==> src/rtl/bw_mac_accumulator_if.sv <==
// Bus bundle for the MAC accumulator: the term-input handshake and the
// result-output handshake. The accumulator takes the slave side; the
// producer/consumer environment takes the master side.
interface bw_mac_accumulator_if #(
  parameter int N     = 5,
  parameter int ACC_W = 16,
  parameter int CNT_W = 8
);
  logic signed [2*N-1:0]   prod_in;
  logic                    in_valid;
  logic                    in_last;
  logic                    in_ready;
  logic signed [ACC_W-1:0] out_data;
  logic [CNT_W-1:0]        out_count;
  logic                    out_ovf;
  logic                    out_valid;
  logic                    out_ready;

  modport master (
    output prod_in, in_valid, in_last, out_ready,
    input  in_ready, out_data, out_count, out_ovf, out_valid
  );

  modport slave (
    input  prod_in, in_valid, in_last, out_ready,
    output in_ready, out_data, out_count, out_ovf, out_valid
  );
endinterface

==> src/rtl/bw_mac_accumulator.sv <==
// bw_mac_accumulator: registered dot-product accumulator that sits behind the
// combinational Baugh-Wooley multiplier. Sums a run of signed products
// (terminated by in_last) and presents the result with a term count and a
// sticky overflow flag.
// Optional macro BW_MAC_SAT_EN: when defined the accumulator clamps on
// overflow instead of wrapping; ports and timing are identical either way.
module bw_mac_accumulator #(
  parameter int N     = 5,
  parameter int ACC_W = 16,
  parameter int CNT_W = 8
) (
  input  logic                  clk,
  input  logic                  rst,
  bw_mac_accumulator_if.slave   mac
);

  localparam int PW = 2 * N;

  typedef enum logic {
    ST_ACCUM = 1'b0,
    ST_HOLD  = 1'b1
  } state_t;

  state_t               r_state;
  state_t               w_state_next;

  logic [ACC_W-1:0]     r_acc;
  logic [CNT_W-1:0]     r_cnt;
  logic                 r_ovf;
  logic                 r_first;

  logic [ACC_W-1:0]     r_out_data;
  logic [CNT_W-1:0]     r_out_count;
  logic                 r_out_ovf;

  logic                 w_out_valid;
  logic                 w_in_ready;
  logic                 w_accept;
  logic                 w_accept_last;

  logic [ACC_W-1:0]     w_prod_sext;
  logic [ACC_W-1:0]     w_addend;
  logic [ACC_W:0]       w_sum;
  logic                 w_ovf_now;
  logic [ACC_W-1:0]     w_acc_res;
  logic [CNT_W-1:0]     w_cnt_res;
  logic                 w_ovf_res;

  // Sign-extend the product to the accumulator width, bit by bit.
  genvar gi;
  generate
    for (gi = 0; gi < PW; gi++) begin : g_prod_bits
      assign w_prod_sext[gi] = mac.prod_in[gi];
    end
    for (gi = PW; gi < ACC_W; gi++) begin : g_sign_bits
      assign w_prod_sext[gi] = mac.prod_in[PW-1];
    end
  endgenerate

  // The first term of a run starts from zero rather than the stale accumulator.
  assign w_addend = r_first ? '0 : r_acc;

  // One extra bit holds the true sign of the result. For sign-extended
  // operands, bits ACC_W and ACC_W-1 differ exactly when two same-signed
  // operands produced an opposite-signed ACC_W-bit result.
  assign w_sum     = {w_addend[ACC_W-1], w_addend} + {w_prod_sext[ACC_W-1], w_prod_sext};
  assign w_ovf_now = w_sum[ACC_W] ^ w_sum[ACC_W-1];

`ifdef BW_MAC_SAT_EN
  // Clamp toward the operands' sign (carried in the extra bit) on overflow.
  assign w_acc_res = !w_ovf_now ? w_sum[ACC_W-1:0] :
                     (w_sum[ACC_W] ? {1'b1, {(ACC_W-1){1'b0}}}
                                   : {1'b0, {(ACC_W-1){1'b1}}});
`else
  // Plain modulo-2^ACC_W wrap; the overflow flag records that it happened.
  assign w_acc_res = w_sum[ACC_W-1:0];
`endif

  // Term counter restarts at one on a new run and sticks at all-ones.
  assign w_cnt_res = r_first ? CNT_W'(1) :
                     ((r_cnt == {CNT_W{1'b1}}) ? r_cnt : r_cnt + CNT_W'(1));
  assign w_ovf_res = (r_first ? 1'b0 : r_ovf) | w_ovf_now;

  // Handshake decode and ACCUM/HOLD next-state logic.
  always_comb begin
    w_state_next  = r_state;
    w_out_valid   = (r_state == ST_HOLD);
    w_in_ready    = !w_out_valid || mac.out_ready;
    w_accept      = mac.in_valid && w_in_ready;
    w_accept_last = w_accept && mac.in_last;
    case (r_state)
      ST_ACCUM: if (w_accept_last) w_state_next = ST_HOLD;
      ST_HOLD:  if (!w_accept_last && mac.out_ready) w_state_next = ST_ACCUM;
      default:  w_state_next = ST_ACCUM;
    endcase
  end

  // State register for the output handshake.
  always_ff @(posedge clk or posedge rst) begin
    if (rst) r_state <= ST_ACCUM;
    else     r_state <= w_state_next;
  end

  // Running accumulator: advance on every accepted term, clear after the last.
  always_ff @(posedge clk or posedge rst) begin
    if (rst) begin
      r_acc   <= '0;
      r_cnt   <= '0;
      r_ovf   <= 1'b0;
      r_first <= 1'b1;
    end else if (w_accept) begin
      if (mac.in_last) begin
        r_acc   <= '0;
        r_cnt   <= '0;
        r_ovf   <= 1'b0;
        r_first <= 1'b1;
      end else begin
        r_acc   <= w_acc_res;
        r_cnt   <= w_cnt_res;
        r_ovf   <= w_ovf_res;
        r_first <= 1'b0;
      end
    end
  end

  // Result registers: load only when a last term is accepted, otherwise hold.
  always_ff @(posedge clk or posedge rst) begin
    if (rst) begin
      r_out_data  <= '0;
      r_out_count <= '0;
      r_out_ovf   <= 1'b0;
    end else if (w_accept_last) begin
      r_out_data  <= w_acc_res;
      r_out_count <= w_cnt_res;
      r_out_ovf   <= w_ovf_res;
    end
  end

  assign mac.in_ready  = w_in_ready;
  assign mac.out_valid = w_out_valid;
  assign mac.out_data  = r_out_data;
  assign mac.out_count = r_out_count;
  assign mac.out_ovf   = r_out_ovf;

endmodule

==> src/flat_wrapper.sv <==
// flat-port wrapper written by rule: the top's interface ports become plain ports
module bw_mac_accumulator_flat 
#(
  parameter int N     = 5,
  parameter int ACC_W = 16,
  parameter int CNT_W = 8
)
  (clk, rst, mac_prod_in, mac_in_valid, mac_in_last, mac_out_ready, mac_in_ready, mac_out_data, mac_out_count, mac_out_ovf, mac_out_valid);
  bw_mac_accumulator_if #(.N(N), .ACC_W(ACC_W), .CNT_W(CNT_W)) mac_i ();
  input  logic clk;
  input  logic rst;
  input wire logic [$bits(mac_i.prod_in)-1:0] mac_prod_in;
  input wire logic [$bits(mac_i.in_valid)-1:0] mac_in_valid;
  input wire logic [$bits(mac_i.in_last)-1:0] mac_in_last;
  input wire logic [$bits(mac_i.out_ready)-1:0] mac_out_ready;
  output wire logic [$bits(mac_i.in_ready)-1:0] mac_in_ready;
  output wire logic [$bits(mac_i.out_data)-1:0] mac_out_data;
  output wire logic [$bits(mac_i.out_count)-1:0] mac_out_count;
  output wire logic [$bits(mac_i.out_ovf)-1:0] mac_out_ovf;
  output wire logic [$bits(mac_i.out_valid)-1:0] mac_out_valid;
  assign mac_i.prod_in = mac_prod_in;
  assign mac_i.in_valid = mac_in_valid;
  assign mac_i.in_last = mac_in_last;
  assign mac_i.out_ready = mac_out_ready;
  assign mac_in_ready = mac_i.in_ready;
  assign mac_out_data = mac_i.out_data;
  assign mac_out_count = mac_i.out_count;
  assign mac_out_ovf = mac_i.out_ovf;
  assign mac_out_valid = mac_i.out_valid;
  bw_mac_accumulator #(.N(N), .ACC_W(ACC_W), .CNT_W(CNT_W)) u_core (.clk(clk), .rst(rst), .mac(mac_i));
endmodule
==> config.mk <==
export PLATFORM = sky130hd
export DESIGN_NAME = bw_mac_accumulator_flat
export DESIGN_NICKNAME = d
export VERILOG_FILES = /design/src/rtl/bw_mac_accumulator_if.sv /design/src/rtl/bw_mac_accumulator.sv /design/src/flat_wrapper.sv
export SDC_FILE = /design/constraint.sdc
export NUM_CORES = 1
export LEC_CHECK = 0
export ABC_AREA = 1
export CORE_MARGIN = 2
export CORE_UTILIZATION = 45
export CTS_CLUSTER_SIZE = 16
export DETAILED_ROUTE_END_ITERATION = 10
export GPL_TIMING_DRIVEN = 0
export PLACE_DENSITY = 0.67
export REMOVE_ABC_BUFFERS = 1
export SLEW_MARGIN = 20
export SYNTH_ARGS = -nofsm -noshare
export SYNTH_HDL_FRONTEND = slang
export SYNTH_SLANG_ARGS = --single-unit
==> constraint.sdc <==
create_clock -name clk -period 3.57 [get_ports clk]
set_input_delay 1.071 -clock clk [delete_from_list [all_inputs] [get_ports clk]]
set_output_delay 1.071 -clock clk [all_outputs]
set_load 0.02 [all_outputs]
==> results of run 1 <==
-- synth_stat cells (all sizes together), types with 2 or more instances --
cell type and n:
xnor2 6, nand3b 2, nor2 34, xor2 4, a21oi 16, nand2 129
clkbuf 4, inv 62, o21ai 26, clkinv 2, and2 2, nand3 29
o22ai 13, o211ai 2, buf 7, nor3 2, ha 17, nand4 4
dfrtp 51, or2 3, o21bai 2
-- per-stage QoR --
| stage | total power [mW] | setup WS, ns | TNS (ns) |
|---|---|---|---|
| 2_1_floorplan | 1.081 | 0.8362 | 0 |
| 3_3_place_gp | 1.278 | -0.4884 | -11.57 |
| 3_5_place_dp | 1.291 | -0.2037 | -3.750 |
| 4_1_cts | 1.712 | 0.1240 | 0 |
| 5_1_grt | 1.809 | 0.2197 | 0 |
| 6_report | 1.696 | 0.2736 | 0 |
-- repair_timing --
item	CTS	global route
buffers inserted	0	0
setup endpoints to repair	0	23
gates resized for setup	0	1
-- kinds of logic (layout without fill, tap and decap cells) --
| kind of cell | count (synthesis) | count (layout) | share of synthesized area, % |
|---|---|---|---|
| AO/OA/AOI/OAI | 61 | 61 | 10.76 |
| flip-flops | 52 | 52 | 41.64 |
| buffers and inverters | 75 | 114 | 9.320 |
| AND/OR/NAND/NOR | 205 | 205 | 28.04 |
| adder cells (fa/ha/maj) | 18 | 18 | 7.440 |
| XOR/XNOR | 10 | 10 | 2.800 |
-- area by class of cell --
class	count	area share, %
multi-input combinational	294	41.25
clock buffer	5	1.847
sequential	52	34.97
tap	80	2.687
clock inverter	3	1.243
timing repair buffer	42	11.56
inverter	64	6.449
-- flip-flops by register name, summed over array words and instances (netlist names) --
register,cells
u_core.mac.out_count,8
u_core.mac.out_data,16
u_core.mac.out_ovf,1
u_core.mac.out_valid,1
u_core.r_acc,16
u_core.r_cnt,8
u_core.r_first,1
u_core.r_ovf,1
-- worst reg2reg max path: cells and delay by family (launching register included) --
| kind | cells | cell delay (ns) |
|---|---|---|
| flip-flops | 1 | 0.84 |
| adder cells (fa/ha/maj) | 2 | 0.43 |
| buffers and inverters | 2 | 0.13 |
| AND/OR/NAND/NOR | 8 | 0.70 |
| AO/OA/AOI/OAI | 1 | 0.19 |
-- report_power, final --
part | internal (mW) | switching [mW] | total (mW)
combinational | 0.228 | 0.319 | 0.546
sequential | 0.680 | 0.0519 | 0.732
clock | 0.211 | 0.207 | 0.418
-- cells in the final DEF (no fill, tap or decap), types with 2 or more instances in the layout --
cell	instances
a21oi_1	16
nand3_1	28
inv_1	60
nand3b_1	2
o21bai_1	2
clkdlybuf4s50_1	41
dfrtp_1	51
nor2_1	32
o22ai_1	13
or2_1	2
o21ai_1	2
xnor2_1	6
xor2_1	4
nand2_1	123
o21ai_0	24
clkinv_1	2
nand4_1	3
inv_2	2
and2_1	2
clkbuf_8	5
nand2_2	6
o211ai_1	2
ha_1	17
-- worst paths after layout --
path / end / slack, ns / cells after the start
max: mac_in_ready / 0.27 / 4
min reg2reg: u_core.r_acc[14] / 0.49 / 2
min: u_core.r_acc[14] / 0.49 / 2
max reg2reg: u_core.mac.out_data[10] / 1.21 / 13
min in group asynchronous: u_core.r_acc[1] / 1.11 / 2
max in group asynchronous: u_core.r_first / 1.84 / 3
-- metal layers --
metal,up-vias,GRT usage (%),routed length (um)
li1,1416,-,-
met1,1259,27.70,3491
met2,35,33.20,3321
met3,2,3.507,153
met4,0,4.336,28
met5,-,0,0
==> results.json, run 1 <==
{
  "fp-row-count": 30,
  "cp_slowest_cell": "clkdlybuf4s50_1",
  "placedCellCount": 532,
  "crit_path_end_kind": "output pin",
  "setup_viol": 0,
  "p_leak_nw": 1.883,
  "crit_buf_inv": 3,
  "period_needed_ns": 3.296,
  "core_sq_um": 6756,
  "design_area_sq_um": 3725,
  "synth_area_sq_um": 3128,
  "die-area_sq_um": 7634,
  "stdcell_count": 540,
  "multi_input_area_sq_um": 1536,
  "cts_hold_buf": 0,
  "clk_latency_ns": 0.31,
  "area_delta_synth_final_pct": 19.08,
  "synth.distinct_cells": 34,
  "cts_root_buf": "clkbuf_8",
  "peakVddDrop_mv": 0.1911,
  "cts_buffer_depth": 2,
  "fin_util_pct": 55.13,
  "fill_cells": 664,
  "final_layout_size_suffix_gt1_share_pct": 5.217,
  "cts_num_sinks": 52,
  "route.final.wire_length_um": 6995,
  "synth-seq-cells": 52,
  "grt_pass1_vias": 2607,
  "crit_path_max_fanout": 3,
  "place_area_sq_um": 3607,
  "viasPerCell": 5.022,
  "synthTopCellsByArea": "dfrtp_1 (41%), nand2_1 (15%), inv_1 (7.4%)",
  "synthArstFlopShare_pct": 100.0,
  "critPathLaunch": "mac_out_ready",
  "num_io_pins": 42,
  "maxCapViolations": 0,
  "hold_start": "u_core.r_acc[14]",
  "cpPeakStageDelay_ns": 0.60,
  "initial_utilization_pct": 46.30,
  "num_vias": 2712,
  "synth_seq_area_share_pct": 41.64,
  "drt_iter0_markers": 106,
  "yosysWarnings": 0,
  "dp_hpwl_um": 5046,
  "drc_errors": 0,
  "crit_top_cell": "clkdlybuf4s50_1",
  "rsz0062_at_grt": "no",
  "grt_usage_pct": 20.11,
  "r2r_start": "u_core.r_first",
  "hp-class": "reg2reg",
  "grt_overflow": 0,
  "io_buffers": 41,
  "grt_pass1_wl_um": 12110,
  "synth_ff_type": "dfrtp_1",
  "worstSetupStartpointType": "input port",
  "ant_nets": 0,
  "netlist_instances": 421,
  "synth_area_leader_cell": "dfrtp_1",
  "worst_slew_pin_slew_ns": 0.6972,
  "cp_cell_sequence": "clkdlybuf4s50_1 > inv_1 > nand2_2 > clkdlybuf4s50_1",
  "path_class": "in2out",
  "hold_viol": 0,
  "power.density_nw_per_um2": 455.3,
  "slew_headroom_pct": 53.45,
  "status": "completed",
  "cts.htree.levels": 2,
  "arrival_ns": 2.23,
  "fin_nets": 492,
  "first_pass_iters": 4,
  "clkTransAtPathRegs_ns": 0.09,
  "antennaDiodeCount": 0,
  "whs_ns": 0.4868,
  "synth_top_area_share_pct": 40.80,
  "die_h_um": 87.38,
  "place_congestion": 0.8805,
  "antenna_found_initial": 0,
  "drv_slew": 0,
  "required_ns": 2.50,
  "die_width_um": 87.38,
  "syn_area_per_cell_sq_um": 7.430,
  "fin_crit_sh_pct": 92.34,
  "clock_skew_ns": 0.007710,
  "fmax_mhz": 303.4,
  "cts_tree": "done",
  "cts_made_buffers": 5,
  "seqCellArea_sq_um": 1303,
  "synth-edff-count": 0,
  "grt_max_degree": 42,
  "wl_per_cell_um": 12.95,
  "cpLargestDelayFamily": "buffers and inverters"
}
Note: power is estimated with default switching activity, not from simulation.
==> run 2, diff against run 1 <==
- clock period: 3.57 -> 3.4 ns (I/O delays scaled with it)
==> results of run 2 <==
Same layout as run 1 (identical final DEF). Status: completed.
Main changes from that run: setup slack after placement -0.2037 ns -> -0.3227 ns; setup slack after layout 0.2736 ns -> 0.2056 ns; register-to-register setup slack 1.21 ns -> 1.04 ns; total power 1.696 mW -> 1.781 mW; worst IR drop on VDD 0.1911 mV -> 0.2006 mV
==> run 3, diff against run 2 <==
- clock period: 3.4 -> 3.7 ns (I/O delays scaled with it)
==> results of run 3 <==
Same layout as run 1 (identical final DEF). Status: completed.
Main changes from that run: setup slack after placement -0.2037 ns -> -0.1127 ns; setup slack after layout 0.2736 ns -> 0.3256 ns; register-to-register setup slack 1.21 ns -> 1.34 ns; total power 1.696 mW -> 1.636 mW; worst IR drop on VDD 0.1911 mV -> 0.1844 mV
